`src/rtl/bsg_link_pkg.sv`:
```
// Shared definitions for the SDR link upstream transmitter and downstream receiver.
// Holds the link FSM state type and the default width / credit constants.
package bsg_link_pkg;

    typedef enum logic {
        IDLE = 1'b0,
        SEND = 1'b1
    } link_state_e;

    localparam int unsigned LINK_WIDTH_DEFAULT          = 32;
    localparam int unsigned LINK_CHANNEL_WIDTH_DEFAULT  = 8;
    localparam int unsigned LINK_LG_FIFO_DEPTH_DEFAULT  = 3;
    localparam int unsigned LINK_LG_CREDIT_DEC_DEFAULT  = 1;

endpackage

```
`src/rtl/bsg_link_sdr_upstream_if.sv`:
```
// Core-side handshake, io byte lane and credit-return signals of the SDR upstream link.
// The slave modport is the transmitter's view; master is the core/link-partner view.
interface bsg_link_sdr_upstream_if
    import bsg_link_pkg::*;
#(
    parameter int unsigned width_p         = LINK_WIDTH_DEFAULT,
    parameter int unsigned channel_width_p = LINK_CHANNEL_WIDTH_DEFAULT
);

    logic [width_p-1:0]         core_data_i;
    logic                       core_v_i;
    logic                       core_ready_o;
    logic [channel_width_p-1:0] io_data_o;
    logic                       io_valid_o;
    logic                       token_i;

    modport master (
        output core_data_i,
        output core_v_i,
        output token_i,
        input  core_ready_o,
        input  io_data_o,
        input  io_valid_o
    );

    modport slave (
        input  core_data_i,
        input  core_v_i,
        input  token_i,
        output core_ready_o,
        output io_data_o,
        output io_valid_o
    );

endinterface

```
`src/rtl/bsg_two_fifo.sv`:
```
// Two-entry valid/ready FIFO; ready_o reflects only the pre-edge fill level,
// so an enqueue into a full FIFO is refused even when a dequeue happens on that edge.
module bsg_two_fifo
    import bsg_link_pkg::*;
#(
    parameter int unsigned width_p = LINK_WIDTH_DEFAULT
) (
    input  logic               clk,
    input  logic               rst_n,
    input  logic [width_p-1:0] data_i,
    input  logic               v_i,
    output logic               ready_o,
    output logic [width_p-1:0] data_o,
    output logic               v_o,
    input  logic               ready_i
);

    logic [width_p-1:0] mem_q [2];
    logic [width_p-1:0] mem_d [2];
    logic               wr_ptr_q, wr_ptr_d;
    logic               rd_ptr_q, rd_ptr_d;
    logic [1:0]         count_q, count_d;
    logic               enq, deq;

    assign ready_o = rst_n && (count_q != 2'd2);
    assign v_o     = (count_q != 2'd0);
    assign data_o  = mem_q[rd_ptr_q];
    assign enq     = v_i && ready_o;
    assign deq     = v_o && ready_i;

    always_comb begin
        mem_d    = mem_q;
        wr_ptr_d = wr_ptr_q;
        rd_ptr_d = rd_ptr_q;
        count_d  = count_q;
        if (enq) begin
            mem_d[wr_ptr_q] = data_i;
            wr_ptr_d        = ~wr_ptr_q;
        end
        if (deq) begin
            rd_ptr_d = ~rd_ptr_q;
        end
        case ({enq, deq})
            2'b10:   count_d = count_q + 2'd1;
            2'b01:   count_d = count_q - 2'd1;
            default: count_d = count_q;
        endcase
    end

    always_ff @(posedge clk or negedge rst_n) begin
        if (!rst_n) begin
            mem_q    <= '{default: '0};
            wr_ptr_q <= 1'b0;
            rd_ptr_q <= 1'b0;
            count_q  <= 2'd0;
        end else begin
            mem_q    <= mem_d;
            wr_ptr_q <= wr_ptr_d;
            rd_ptr_q <= rd_ptr_d;
            count_q  <= count_d;
        end
    end

endmodule

```
`src/rtl/bsg_link_sdr_upstream.sv`:
```
// SDR link transmitter: buffers core words, serializes them LSB byte first on the io lane,
// and launches a word only while downstream credit is available.
module bsg_link_sdr_upstream
    import bsg_link_pkg::*;
#(
    parameter int unsigned width_p                = LINK_WIDTH_DEFAULT,
    parameter int unsigned channel_width_p        = LINK_CHANNEL_WIDTH_DEFAULT,
    parameter int unsigned lg_fifo_depth_p        = LINK_LG_FIFO_DEPTH_DEFAULT,
    parameter int unsigned lg_credit_decimation_p = LINK_LG_CREDIT_DEC_DEFAULT
) (
    input logic                    clk,
    input logic                    rst_n,
    bsg_link_sdr_upstream_if.slave link
);

    localparam int unsigned BEATS    = width_p / channel_width_p;
    localparam int unsigned BEAT_W   = (BEATS > 1) ? $clog2(BEATS) : 1;
    localparam int unsigned CREDIT_W = lg_fifo_depth_p + 1;
    localparam int unsigned SUM_W    = CREDIT_W + 1;

    localparam logic [BEAT_W-1:0]   BEAT_LAST   = BEAT_W'(BEATS - 1);
    localparam logic [CREDIT_W-1:0] CREDIT_INIT = CREDIT_W'(1 << lg_fifo_depth_p);
    localparam logic [SUM_W-1:0]    CREDIT_MAX  = SUM_W'(1 << lg_fifo_depth_p);
    localparam logic [SUM_W-1:0]    TOKEN_INC   = SUM_W'(1 << lg_credit_decimation_p);

    link_state_e                state_q, state_d;
    logic [BEAT_W-1:0]          beat_q, beat_d;
    logic [width_p-1:0]         shift_q, shift_d;
    logic [CREDIT_W-1:0]        credit_q, credit_d;
    logic [channel_width_p-1:0] io_data_q, io_data_d;
    logic                       io_valid_q, io_valid_d;

    logic [width_p-1:0]         fifo_data;
    logic                       fifo_v;
    logic                       fifo_ready;
    logic                       word_done;
    logic                       launch;
    logic [SUM_W-1:0]           credit_sum;

    bsg_two_fifo #(
        .width_p (width_p)
    ) u_fifo (
        .clk     (clk),
        .rst_n   (rst_n),
        .data_i  (link.core_data_i),
        .v_i     (link.core_v_i),
        .ready_o (fifo_ready),
        .data_o  (fifo_data),
        .v_o     (fifo_v),
        .ready_i (launch)
    );

    // The first byte goes straight to the io register on the launch edge, so the
    // shift register only ever holds the bytes still to be sent.
    assign word_done = (state_q == SEND) && (beat_q == BEAT_LAST);
    assign launch    = ((state_q == IDLE) || word_done) && fifo_v && (credit_q != '0);

    always_ff @(posedge clk or negedge rst_n) begin
        if (!rst_n) begin
            state_q    <= IDLE;
            beat_q     <= '0;
            shift_q    <= '0;
            credit_q   <= CREDIT_INIT;
            io_data_q  <= '0;
            io_valid_q <= 1'b0;
        end else begin
            state_q    <= state_d;
            beat_q     <= beat_d;
            shift_q    <= shift_d;
            credit_q   <= credit_d;
            io_data_q  <= io_data_d;
            io_valid_q <= io_valid_d;
        end
    end

    always_comb begin
        state_d = state_q;
        case (state_q)
            IDLE:    if (launch) state_d = SEND;
            SEND:    if (word_done && !launch) state_d = IDLE;
            default: state_d = IDLE;
        endcase
    end

    always_comb begin
        beat_d     = beat_q;
        shift_d    = shift_q;
        io_data_d  = io_data_q;
        io_valid_d = io_valid_q;
        if (launch) begin
            io_data_d  = fifo_data[channel_width_p-1:0];
            shift_d    = fifo_data >> channel_width_p;
            beat_d     = '0;
            io_valid_d = 1'b1;
        end else if (word_done) begin
            beat_d     = '0;
            io_valid_d = 1'b0;
        end else if (state_q == SEND) begin
            io_data_d  = shift_q[channel_width_p-1:0];
            shift_d    = shift_q >> channel_width_p;
            beat_d     = beat_q + 1'b1;
        end

        credit_sum = {1'b0, credit_q}
                   + (link.token_i ? TOKEN_INC : '0)
                   - (launch ? SUM_W'(1) : '0);
        credit_d   = credit_sum[CREDIT_W-1:0];
    end

    assign link.core_ready_o = fifo_ready;
    assign link.io_data_o    = io_data_q;
    assign link.io_valid_o   = io_valid_q;

    // Returning more tokens than words sent is a partner protocol error, not clamped.
    credit_overflow_a: assert property (
        @(posedge clk) disable iff (!rst_n) credit_sum <= CREDIT_MAX
    );

endmodule

```
`src/flat_wrapper.sv`:
```
// flat-port wrapper written by rule: the top's interface ports become plain ports
module bsg_link_sdr_upstream_flat import bsg_link_pkg::*;
#(
    parameter int unsigned width_p                = LINK_WIDTH_DEFAULT,
    parameter int unsigned channel_width_p        = LINK_CHANNEL_WIDTH_DEFAULT,
    parameter int unsigned lg_fifo_depth_p        = LINK_LG_FIFO_DEPTH_DEFAULT,
    parameter int unsigned lg_credit_decimation_p = LINK_LG_CREDIT_DEC_DEFAULT
)
  (clk, rst_n, link_core_data_i, link_core_v_i, link_token_i, link_core_ready_o, link_io_data_o, link_io_valid_o);
  bsg_link_sdr_upstream_if #(.width_p(width_p), .channel_width_p(channel_width_p)) link_i ();
  input logic clk;
  input logic rst_n;
  input wire logic [$bits(link_i.core_data_i)-1:0] link_core_data_i;
  input wire logic [$bits(link_i.core_v_i)-1:0] link_core_v_i;
  input wire logic [$bits(link_i.token_i)-1:0] link_token_i;
  output wire logic [$bits(link_i.core_ready_o)-1:0] link_core_ready_o;
  output wire logic [$bits(link_i.io_data_o)-1:0] link_io_data_o;
  output wire logic [$bits(link_i.io_valid_o)-1:0] link_io_valid_o;
  assign link_i.core_data_i = link_core_data_i;
  assign link_i.core_v_i = link_core_v_i;
  assign link_i.token_i = link_token_i;
  assign link_core_ready_o = link_i.core_ready_o;
  assign link_io_data_o = link_i.io_data_o;
  assign link_io_valid_o = link_i.io_valid_o;
  bsg_link_sdr_upstream #(.width_p(width_p), .channel_width_p(channel_width_p), .lg_fifo_depth_p(lg_fifo_depth_p), .lg_credit_decimation_p(lg_credit_decimation_p)) u_core (.clk(clk), .rst_n(rst_n), .link(link_i));
endmodule
```
`config.mk`:
```
export PLATFORM = sky130hd
export DESIGN_NAME = bsg_link_sdr_upstream_flat
export DESIGN_NICKNAME = d
export VERILOG_FILES = /design/src/rtl/bsg_link_pkg.sv /design/src/rtl/bsg_link_sdr_upstream_if.sv /design/src/rtl/bsg_two_fifo.sv /design/src/rtl/bsg_link_sdr_upstream.sv /design/src/flat_wrapper.sv
export SDC_FILE = /design/constraint.sdc
export NUM_CORES = 1
export LEC_CHECK = 0
export BUFFER_PORTS_ARGS = -buffer_cell sky130_fd_sc_hd__buf_2
export CAP_MARGIN = 25
export CELL_PAD_IN_SITES_DETAIL_PLACEMENT = 1
export CELL_PAD_IN_SITES_GLOBAL_PLACEMENT = 2
export CORE_UTILIZATION = 46
export DETAILED_ROUTE_END_ITERATION = 10
export GPL_ROUTABILITY_DRIVEN = 0
export PLACE_DENSITY = 0.85
export SLEW_MARGIN = 20
export SYNTH_ARGS = -nofsm -noshare
export SYNTH_HDL_FRONTEND = slang
export SYNTH_SLANG_ARGS = --single-unit
```
`constraint.sdc`:
```
create_clock -name clk -period 4.9 [get_ports clk]
set_input_delay 0.735 -clock clk [delete_from_list [all_inputs] [get_ports clk]]
set_output_delay 0.735 -clock clk [all_outputs]
set_load 0.02 [all_outputs]
```
# Word level (Yosys, flattened, before mapping)
# Cells that the tools add are included.
# totals
word_cells	69
regBits	116
inputBits	36
# op_classes
n_mux	23
n_reduce_logical	17
eq_ne	5
n_bitwise	5
add_sub_neg	5
magnitude_cmp	3
# ops
cell	count
two-way mux 32 bit	7
bitwise mux 64 bit	1
demux 32 bit (select 1 bit)	1
two-way mux 8 bit	3
logical AND 1 bit	8
two-way mux 2 bit	4
nonzero test 2 bit	4
two-way mux 1 bit	5
adder 2 x 1 -> 2 bit, second input constant	2
adder 4 bit	1
== test 2 bit, second input constant	2
greater-or-equal comparator 2 bit, second input constant	2
!= test 2 bit, second input constant	2
NOT 1 -> 2 bit	2
case mux 2 bit (2 select lines)	1
nonzero test 4 bit	1
subtractor 4 bit	1
NOT 1 bit	3
nonzero test 3 bit	1
== test 2 x 1 -> 1 bit, second input constant	1
less-than comparator 2 x 1 -> 1 bit, second input constant	1
case mux 1 bit (2 select lines)	1
AND reduction 2 bit	1
subtractor 2 x 1 -> 2 bit, second input constant	1
2 further kinds	2

# Depth between registers and ports, before layout
# Gate-level depths: netlist of the first run.
# logic_depth
ltp_word	9
ltp_mapped	10
ltp_nobuf	9

# Cells and area by module
# A second synthesis of the first run with hierarchy kept.
# hier_totals
hier_cells	358
hier_area_um2	5008.6
# modules_own_cells
mod	cells_per_inst	seq_area_each_um2	instances	area_per_inst_um2
bsg_two_fifo	189	1701.6	1	3149.3
bsg_link_sdr_upstream	169	1002.2	1	1859.3

# Worst setup path after synthesis of the first run
# No wires, ideal clock.
# synth_timing
kind	reg-to-reg
start	register u_core.credit_q[3]
end	register u_core.credit_q[3]
arrival_time_ns	2.221
path_buffers	1
stages_incl_launch_ff	11
slack_ns	2.603
t_required_ns	4.825
setup_time_ns	0.075
synth_period_minus_slack_ns	2.297
path_cell_list	dfstp_2 -> inv_1 -> ha_1 -> nor3b_2 -> nor3_4 -> buf_6 -> ha_1 -> inv_1 -> ha_1 -> fa_1 -> xnor2_1
# synth_between
elab_chain_cells	4
word_cells_on_any_way	5
cone_classes	add/sub (2); mux (1); reduce/logical (2)
# synth_lines
item	line	rtl
start: declaration	bsg_link_sdr_upstream.sv:29	logic [CREDIT_W-1:0] credit_q, credit_d;
start signal: assignment	bsg_link_sdr_upstream.sv:70	credit_q <= credit_d;
branches (longest 3 deep; another with adder 4 bit)	-	
subtractor 4 bit (*)	bsg_link_sdr_upstream.sv:106	- (launch ? SUM_W'(1) : '0);
net u_core.credit_sum[3]	bsg_link_sdr_upstream.sv:38	logic [SUM_W-1:0] credit_sum;
# Mark *: on every way through the listed nets, which the timed path passes.
# A chain may end at the register's enable or synchronous reset.

# Worst setup path after layout of the first run
# layout_timing
start	input port rst_n
end	output port link_core_ready_o
# layout_between
elab_chain_cells	1
# layout_lines
item	line	rtl
start: declaration	flat_wrapper.sv:12	input logic rst_n;
logical AND 1 bit	bsg_two_fifo.sv:25	assign ready_o = rst_n && (count_q != 2'd2);
end: declaration	flat_wrapper.sv:16	output wire logic [$bits(link_i.core_ready_o)-1:0] link_core_ready_o;
# Every way passes these cells.

==> flow_metrics.env, run 1 <==
export IMPL_status="finished clean"
export IMPL_hold_viol_final=0
export IMPL_antenna_found_initial=0
export IMPL_final_common_cell="dfrtp_1"
export IMPL_postSynthAreaPerCell_um2=14.83
export IMPL_design_core_area_um2=10320
export IMPL_power_frac_clock_pct=14.9
export IMPL_peakVddDrop_mv=0.3016
export IMPL_ys_types=31
export IMPL_timing_fmax_mhz=458.2
export IMPL_intPower_mw=2.396
export IMPL_finalWorstSetupSlack_ps=2717
export IMPL_syn_nets=372
export IMPL_ant_nets=0
export IMPL_syn_area_um2=4880
export IMPL_layout_drive_gt1_share_pct=42.82
export IMPL_start_util_pct=47.27
export IMPL_fin_skew_ps=10.25
export IMPL_crit_fanout=36
export IMPL_cts_tree="yes"
export IMPL_slew_violations=0
export IMPL_root_buffer="clkbuf_8"
export IMPL_antenna_cells=0
export IMPL_fin_crit_ps=2183
export IMPL_clk_latency_ps=370
export IMPL_layout_nets=414
export IMPL_htreeDepth=3
export IMPL_fp_dieArea_um2=11020
export IMPL_total_power_mw=3.574
export IMPL_power_density_nw_per_um2=663.1
export IMPL_p_leak_nw=2.506
export IMPL_fin_area_um2=5390
export IMPL_switching_share_pct=32.96
export IMPL_area_growth_pct=10.46
export IMPL_postCtsSetupRepairBufs=0
export IMPL_power_frac_comb_pct=41.1
export IMPL_p_sw_mw=1.178
export IMPL_critPathBufInv=2
export IMPL_overflow=0
export IMPL_required_ps=4160
export IMPL_worstMarginPinSlew_ps=786.1
export IMPL_hpwl_um=6045
export IMPL_grt_pass1_vias=3047
export IMPL_cp_end_kind="output pin"
export IMPL_dp_cells=495
export IMPL_vias_per_cell=5.344
export IMPL_met3_usage_pct=4.304
export IMPL_setup_viol=0
export IMPL_place_area_um2=5164
export IMPL_rows=37
export IMPL_numClockSinks=108
export IMPL_final_cell_mix="dfrtp_1, mux2_2, buf_2, mux2_4, and2_1"
export IMPL_track_usage_pct=18.61
export IMPL_grt_busiest_layer="met2"
export IMPL_instances_no_fill=512
export IMPL_pwr_share_seq_pct=44.1
export IMPL_wl_per_cell_um=18.25
export IMPL_worst_hold_path_type="primary input to async pin"
export IMPL_fin_crit_sh_pct=44.54
export IMPL_postRouteWirelength_um=9344
export IMPL_initialDrtViolationCount=54
export IMPL_met1_usage_pct=24.23
export IMPL_synthCells=329
export IMPL_io_buffers=45
export IMPL_ys_ff_latch=108
export IMPL_grt_max_degree=78
export IMPL_max_stage_delay_ps=370
export IMPL_fin_setup_tns_ps=0
export IMPL_num_io_pins=46
export IMPL_seq_area_frac_synth_pct=55.41
export IMPL_gr_usage_met2_pct=31.08
export IMPL_cp_start_kind="primary input"
export IMPL_postCtsHoldBufs=0
export IMPL_grt_pass1_wl_um=15810
export IMPL_yosysWarnings=0
export IMPL_cp_arrival_ps=1450
export IMPL_slew_headroom_pct=47.59
export IMPL_place_ws_ps=2347
export IMPL_drc=0
export IMPL_die_h_um=105.0
export IMPL_numCtsBuffers=9
export IMPL_path_cells="buf_4, and2_1, buf_2"
export IMPL_die_w_um=105.0
export IMPL_clk_pin_slew_ps=100
export IMPL_first_pass_iters=4
export IMPL_ctsLongestPathBuffers=2
export IMPL_rsz0062_at_grt="false"
export IMPL_crit_type="primary input to output pin"
export IMPL_vias=2736
export IMPL_crit_path_top_delay_cell="buf_4"
export IMPL_cap_violations=0
export IMPL_cts_resized=0
export IMPL_crit_family="buffers and inverters"
power groups by stage:
stage               Combinational [mW]  Sequential [mW]  Clock [mW]
CTS                               1.50             1.58       0.554
global placement                  1.43             1.57           0
detailed placement                1.50             1.59           0
global route                      1.62             1.63       0.583
floorplan                         1.24             1.53           0
finish                            1.47             1.57       0.532
final cells by class:
cell class	count	area, µm²
clock buffer	14	182.7
timing repair buffer	50	285.3
multi-input combinational	192	1994
inverter	10	37.54
sequential	108	2704
fill	1037	4933
clock inverter	2	16.27
tap	136	170.2
cells in the mapped netlist (all sizes together):
cell | number | area (µm²)
a21o | 1 | 7.510
a221o | 24 | 240.2
and2 | 25 | 156.4
and2b | 1 | 10.01
and4b | 1 | 10.01
buf | 16 | 136.4
clkbuf | 3 | 11.26
dfrtp | 107 | 2678
dfstp | 1 | 26.28
fa | 1 | 20.02
ha | 6 | 75.07
inv | 10 | 37.54
mux2 | 88 | 1104
mux2i | 17 | 170.2
nand2 | 9 | 33.78
nand2b | 3 | 26.27
nand3 | 1 | 5.000
nand4 | 1 | 12.51
nor2 | 3 | 11.26
nor3 | 2 | 21.27
nor3b | 1 | 12.51
o21a | 1 | 8.760
o22ai | 1 | 6.260
xnor2 | 4 | 35.03
xor2 | 2 | 25.03
worst paths after layout:
kind / from / endpoint / slack, ps / cells after the start
max in group asynchronous: rst_n / u_core.u_fifo.mem_q[19] / 3620 / 3
setup / recovery: rst_n / link_core_ready_o / 2720 / 3
hold / removal: rst_n / u_core.credit_q[2] / 300 / 1
min in group clk: u_core.u_fifo.mem_q[22] / u_core.u_fifo.mem_q[22] / 510 / 1
setup reg to reg: u_core.beat_q[0] / u_core.credit_q[3] / 2780 / 8
hold reg to reg: u_core.u_fifo.mem_q[22] / u_core.u_fifo.mem_q[22] / 510 / 1
routing by layer:
metal | share of wire, % | vias up
met3 | 3.0 | 11
met1 | 46 | 1432
li1 | - | 1250
met2 | 50 | 43
met5 | 0 | -
met4 | 1.1 | 0
state kept, by name, indices dropped and copies added (netlist names):
signal,flops
u_core.u_fifo.wr_ptr_q,1
u_core.credit_q,4
u_core.state_q,1
u_core.beat_q,2
u_core.u_fifo.rd_ptr_q,1
u_core.link.io_valid_o,1
u_core.link.io_data_o,8
u_core.u_fifo.count_q,2
u_core.shift_q,24
u_core.u_fifo.mem_q,64
through the flow:
stage / hold slack [ps] / utilization (%)
2_1_floorplan: 439.4 / -
3_3_place_gp: 472.1 / 49.99
3_5_place_dp: 486.0 / 50.02
4_1_cts: 291.3 / 51.95
5_1_grt: 309.9 / 52.21
6_report: 300.4 / 52.21
kinds of logic (layout without fill, tap and decap cells):
group / count (synthesis) / after routing / share of synthesized area, %
flip-flops: 108 / 108 / 55.41
multiplexers: 105 / 105 / 26.10
AND/OR/NAND/NOR: 47 / 47 / 6.128
buffers and inverters: 29 / 76 / 3.795
AO/OA/AOI/OAI: 27 / 27 / 5.385
adder cells (fa/ha/maj): 7 / 7 / 1.949
XOR/XNOR: 6 / 6 / 1.231
Power figures use the tool's default switching activity.
==> run 2, diff against run 1 <==
- CORE_UTILIZATION: 46 -> 38
- PLACE_DENSITY: 0.85 -> 0.75
- clock period: 4.9 -> 1.75 ns (I/O delays scaled with it)
==> run 2 against run 1 <==
  * The run now ends with setup timing left
  * Critical path depth grew 6
  * Sequential cell count is the same
  * Core utilization shrank 5.4 points
  * Wire length grew 5.1%
  * Hold slack lost 270 ps
  * Sequential power grew to 2.8 times the previous value
  * Non-clock buffer count grew 19
  * Clock power grew to 4.2 times the previous value
  * Clock skew shrank 2.4 ps
  * Combinational power grew to 3.3 times the previous value
  * Largest cell class unchanged
  * Highest routed layer unchanged
==> flow_metrics.env, run 2 (same netlist as run 1, synthesis figures left out) <==
export IMPL_area_growth_pct=20.46
export IMPL_layout_drive_gt1_share_pct=46.84
export IMPL_wl_per_cell_um=17.32
export IMPL_power_frac_comb_pct=42.3
export IMPL_fp_dieArea_um2=13300
export IMPL_layout_nets=433
export IMPL_timing_fmax_mhz=510.5
export IMPL_overflow=0
export IMPL_rows=41
export IMPL_postCtsSetupRepairBufs=0
export IMPL_largest_reg_flops=64
export IMPL_status="finished, violations left"
export IMPL_crit_type="register to register"
export IMPL_rsz0062_at_grt="true"
export IMPL_drc=0
export IMPL_multi_input_area_um2=2052
export IMPL_cap_violations=0
export IMPL_register_area_um2=2704
export IMPL_htreeDepth=3
export IMPL_timing_rr_start="u_core.credit_q[3]"
export IMPL_antenna_cells=0
export IMPL_switching_share_pct=31.25
export IMPL_rr_worst_depth=9
export IMPL_hold_viol_final=0
export IMPL_ant_nets=0
export IMPL_timing_rr_end="u_core.credit_q[3]"
export IMPL_place_ws_ps=-248.9
export IMPL_grt_pass1_vias=3207
export IMPL_clk_latency_ps=350
export IMPL_cp_arrival_ps=2230
export IMPL_place_area_um2=5440
export IMPL_path_cells="inv_2, ha_4, nor3b_4, nor3_4, ha_4, inv_2, ha_4, fa_2, xnor2_2"
export IMPL_num_io_pins=46
export IMPL_worstMarginPinSlew_ps=561.2
export IMPL_fin_crit_ps=1959
export IMPL_first_pass_iters=4
export IMPL_p_leak_nw=2.706
export IMPL_final_cell_mix="dfrtp_1, mux2_2, buf_2, mux2_4, and2_1"
export IMPL_setup_viol=36
export IMPL_critPathBufInv=2
export IMPL_fillCellCount=1275
export IMPL_initialDrtViolationCount=88
export IMPL_die_w_um=115.3
export IMPL_violations="setup timing"
export IMPL_crit_fanout=2
export IMPL_cp_start_kind="register"
export IMPL_design_core_area_um2=12570
export IMPL_ctsLongestPathBuffers=2
export IMPL_power_density_nw_per_um2=1943
export IMPL_finalWorstSetupSlack_ps=-209.1
export IMPL_numCtsBuffers=9
export IMPL_fin_util_pct=46.77
export IMPL_intPower_mw=7.851
export IMPL_fin_crit_sh_pct=111.9
export IMPL_ff2ff_setup_slack_ps=-210
export IMPL_p_sw_mw=3.569
export IMPL_pwr_share_seq_pct=38.2
export IMPL_postRouteWirelength_um=9822
export IMPL_clk_pin_slew_ps=70
export IMPL_cp_end_kind="register"
export IMPL_required_ps=2020
export IMPL_fin_area_um2=5878
export IMPL_start_util_pct=38.83
export IMPL_slew_violations=0
export IMPL_crit_family="adder cells"
export IMPL_hpwl_um=6431
export IMPL_crit_path_top_delay_cell="dfstp_2"
export IMPL_crit_top_cell="ha_4"
export IMPL_peakVddDrop_mv=0.9616
export IMPL_root_buffer="clkbuf_16"
export IMPL_die_h_um=115.3
export IMPL_io_buffers=45
export IMPL_power_frac_clock_pct=19.5
export IMPL_track_usage_pct=16.98
export IMPL_cts_tree="yes"
export IMPL_regMostFlops="u_core.u_fifo.mem_q"
export IMPL_grt_max_degree=44
export IMPL_slew_headroom_pct=62.59
export IMPL_vias_per_cell=4.940
export IMPL_final_common_cell="dfrtp_1"
export IMPL_antenna_found_initial=0
export IMPL_numClockSinks=108
export IMPL_fin_skew_ps=7.886
export IMPL_fin_setup_tns_ps=-2862
export IMPL_max_stage_delay_ps=520
export IMPL_vias=2801
export IMPL_worst_hold_path_type="primary input to async pin"
export IMPL_grt_pass1_wl_um=16860
## run 2: per-stage QoR
step           power (mW)  cells  hold slack (ps)
2_1_floorplan       7.838    329           -33.09
5_1_grt             12.26    567            70.11
3_5_place_dp        9.047    546            317.0
3_3_place_gp        8.853    545            306.9
4_1_cts             11.57    566            44.53
6_report            11.42    567            27.73
## run 2: how the worst max path moves through the flow
stage / startpoint / end / slack [ps] / cells after the start
after floorplan: u_core.credit_q[3] / u_core.credit_q[2] / -530 / 9
after global placement: u_core.credit_q[3] / u_core.credit_q[2] / -220 / 8
after detailed placement: u_core.credit_q[3] / u_core.credit_q[3] / -250 / 9
after CTS: u_core.credit_q[3] / u_core.credit_q[3] / -200 / 9
after global routing: u_core.credit_q[3] / u_core.credit_q[3] / -300 / 9
final: u_core.credit_q[3] / u_core.credit_q[3] / -210 / 9
## run 2: timing repair
item                       CTS  global route
setup endpoints to repair   39            40
pin swaps                    7            16
hold buffers                 2             0
resized for setup            4             0
hold endpoints to repair    23             0
cloned                       2             1
## run 2: power by group through the flow
stage	Sequential [mW]	Clock [mW]	Combinational (mW)
final	4.36	2.23	4.83
after global routing	4.52	2.42	5.32
after CTS	4.37	2.32	4.88
after detailed placement	4.40	0	4.64
after global placement	4.34	0	4.51
after floorplan	4.28	0	3.56
## run 2: final cells by class
type	instances	share of cell area (%)
Sequential cell	108	46.00
Multi-Input combinational cell	192	34.91
Timing Repair Buffer	69	9.195
Clock buffer	13	4.427
Tap cell	172	3.661
Clock inverter	3	1.171
Inverter	10	0.6386
## run 2: routing by layer
layer	wire, µm	part of all wire, %	global-route usage (%)	up-vias
met4	72	0.73	3.896	0
li1	-	-	-	1300
met5	0	0	0	-
met2	4931	50	28.90	37
met1	4551	46	21.40	1458
met3	267	2.7	4.797	6
==> run 3, diff against run 2 <==
- CORE_UTILIZATION: 38 -> 46
- PLACE_DENSITY: 0.75 -> 0.85
- clock period: 1.75 -> 2.39 ns (I/O delays scaled with it)
==> run 3 against run 2 <==
  * The flow now finishes without violations
  * Fmax down 7.2%
  * Hold slack better by 190 ps
  * Wire length down 4.2%
  * Via count down 2.7%
  * First-iteration DRC count up 38%
  * Clock-buffer cell count down 1
  * Final area down 7.7%
  * Combinational power down 35%
  * Critical path depth down 2
  * Clock power down 49%
  * Largest power group is now registers
==> flow_metrics.env, run 3 (same netlist as run 1, synthesis figures left out) <==
export IMPL_final_common_cell="dfrtp_1"
export IMPL_die_w_um=105.0
export IMPL_rows=37
export IMPL_worstMarginPinSlew_ps=676.5
export IMPL_grt_pass1_vias=3119
export IMPL_place_ws_ps=302.1
export IMPL_cp_end_kind="register"
export IMPL_numClockSinks=108
export IMPL_cp_start_kind="register"
export IMPL_p_leak_nw=2.534
export IMPL_ctsLongestPathBuffers=2
export IMPL_power_frac_clock_pct=15.2
export IMPL_slew_headroom_pct=54.79
export IMPL_pwr_share_seq_pct=42.9
export IMPL_design_core_area_um2=10320
export IMPL_fillCellCount=1023
export IMPL_p_sw_mw=2.453
export IMPL_worst_hold_path_type="primary input to register"
export IMPL_fin_crit_ps=2111
export IMPL_postCtsSetupRepairBufs=0
export IMPL_timing_rr_start="u_core.beat_q[0]"
export IMPL_fin_setup_tns_ps=0
export IMPL_crit_type="register to register"
export IMPL_start_util_pct=47.27
export IMPL_postRouteWirelength_um=9413
export IMPL_timing_fmax_mhz=473.8
export IMPL_place_area_um2=5211
export IMPL_largest_reg_flops=64
export IMPL_power_frac_comb_pct=41.9
export IMPL_postCtsHoldBufs=1
export IMPL_root_buffer="clkbuf_8"
export IMPL_slew_violations=0
export IMPL_rsz0062_at_grt="false"
export IMPL_antenna_cells=0
export IMPL_power_density_nw_per_um2=1372
export IMPL_cts_resized=0
export IMPL_ant_nets=0
export IMPL_required_ps=2640
export IMPL_cts_tree="yes"
export IMPL_overflow=0
export IMPL_clk_pin_slew_ps=90
export IMPL_crit_fanout=26
export IMPL_hold_viol_final=0
export IMPL_hp_start="link_core_data_i[6]"
export IMPL_htreeDepth=3
export IMPL_initialDrtViolationCount=121
export IMPL_layout_nets=419
export IMPL_clk_latency_ps=370
export IMPL_grt_max_degree=53
export IMPL_intPower_mw=4.986
export IMPL_switching_share_pct=32.98
export IMPL_drc=0
export IMPL_finalWorstSetupSlack_ps=279.4
export IMPL_cap_violations=0
export IMPL_area_growth_pct=11.15
export IMPL_num_io_pins=46
export IMPL_vias=2726
export IMPL_vias_per_cell=5.273
export IMPL_cp_arrival_ps=2360
export IMPL_layout_drive_gt1_share_pct=43.31
export IMPL_fin_skew_ps=7.899
export IMPL_numCtsBuffers=9
export IMPL_multi_input_area_um2=1992
export IMPL_register_area_um2=2704
export IMPL_peakVddDrop_mv=0.5355
export IMPL_io_buffers=45
export IMPL_wl_per_cell_um=18.21
export IMPL_hpwl_um=6387
export IMPL_antenna_found_initial=0
export IMPL_status="finished clean"
export IMPL_fp_dieArea_um2=11020
export IMPL_first_pass_iters=4
export IMPL_regMostFlops="u_core.u_fifo.mem_q"
export IMPL_fin_crit_sh_pct=88.31
export IMPL_track_usage_pct=19.41
export IMPL_crit_start="u_core.beat_q[0]"
export IMPL_die_h_um=105.0
export IMPL_grt_pass1_wl_um=16290
export IMPL_final_cell_mix="dfrtp_1, mux2_2, buf_2, mux2_4, and2_1"
export IMPL_setup_viol=0
export IMPL_fin_area_um2=5424
[run 3: cell types whose count changed in the layout (fill, tap and decap cells not counted), moves of 3 or more]
cell	before	now
ha_1	3	6
buf_4	14	9
clkbuf_16	10	0
ha_4	3	0
buf_12	6	1
clkbuf_8	2	11
[run 3: per-stage QoR]
stage                     hold WS, ps  cells  power, mW  util, %
after floorplan                 62.91    329      5.667        -
after global placement          359.1    500      6.215    50.48
after detailed placement        368.8    500      6.390    50.48
after CTS                       196.6    517      7.578    52.54
after global routing            202.2    517      8.008    52.54
final                           218.2    517      7.440    52.54
[run 3: layout make-up]
cell class,count,share of cell area [%]
Timing Repair Buffer,55,5.859
Inverter,10,0.6920
Clock buffer,12,2.860
Multi-Input combinational cell,192,36.72
Tap cell,136,3.137
Sequential cell,108,49.85
Clock inverter,4,0.8766
[run 3: worst max-delay path, stage by stage, from the launching register on]
cell     delay [ps]
dfrtp_1         410
ha_1            230
and2b_4         410
nor3_4           80
ha_1            200
inv_1            60
ha_1            170
fa_1            420
[run 3: worst paths after layout]
| check | end | slack [ps] | depth (start not counted) |
|---|---|---|---|
| setup / recovery | u_core.credit_q[2] | 280 | 7 |
| hold / removal | u_core.u_fifo.mem_q[6] | 220 | 2 |
| setup reg to reg | u_core.credit_q[2] | 280 | 7 |
| hold reg to reg | u_core.link.io_valid_o | 500 | 1 |
| max in group asynchronous | u_core.u_fifo.mem_q[6] | 940 | 4 |
| min in group asynchronous | u_core.u_fifo.mem_q[12] | 510 | 3 |
[run 3: metal layers]
layer / track usage (%) / vias up / wire (µm)
met5: 0 / - / 0
met4: 5.231 / 0 / 87
met3: 5.115 / 5 / 270
met2: 32.88 / 40 / 4773
met1: 24.59 / 1422 / 4283
li1: - / 1259 / -
[run 3: power by group through the flow]
| stage | registers [mW] | logic, mW | clock network [mW] |
|---|---|---|---|
| 2_1_floorplan | 3.13 | 2.54 | 0 |
| 3_3_place_gp | 3.17 | 3.05 | 0 |
| 3_5_place_dp | 3.22 | 3.17 | 0 |
| 4_1_cts | 3.20 | 3.20 | 1.19 |
| 5_1_grt | 3.31 | 3.45 | 1.25 |
| 6_report | 3.19 | 3.12 | 1.13 |
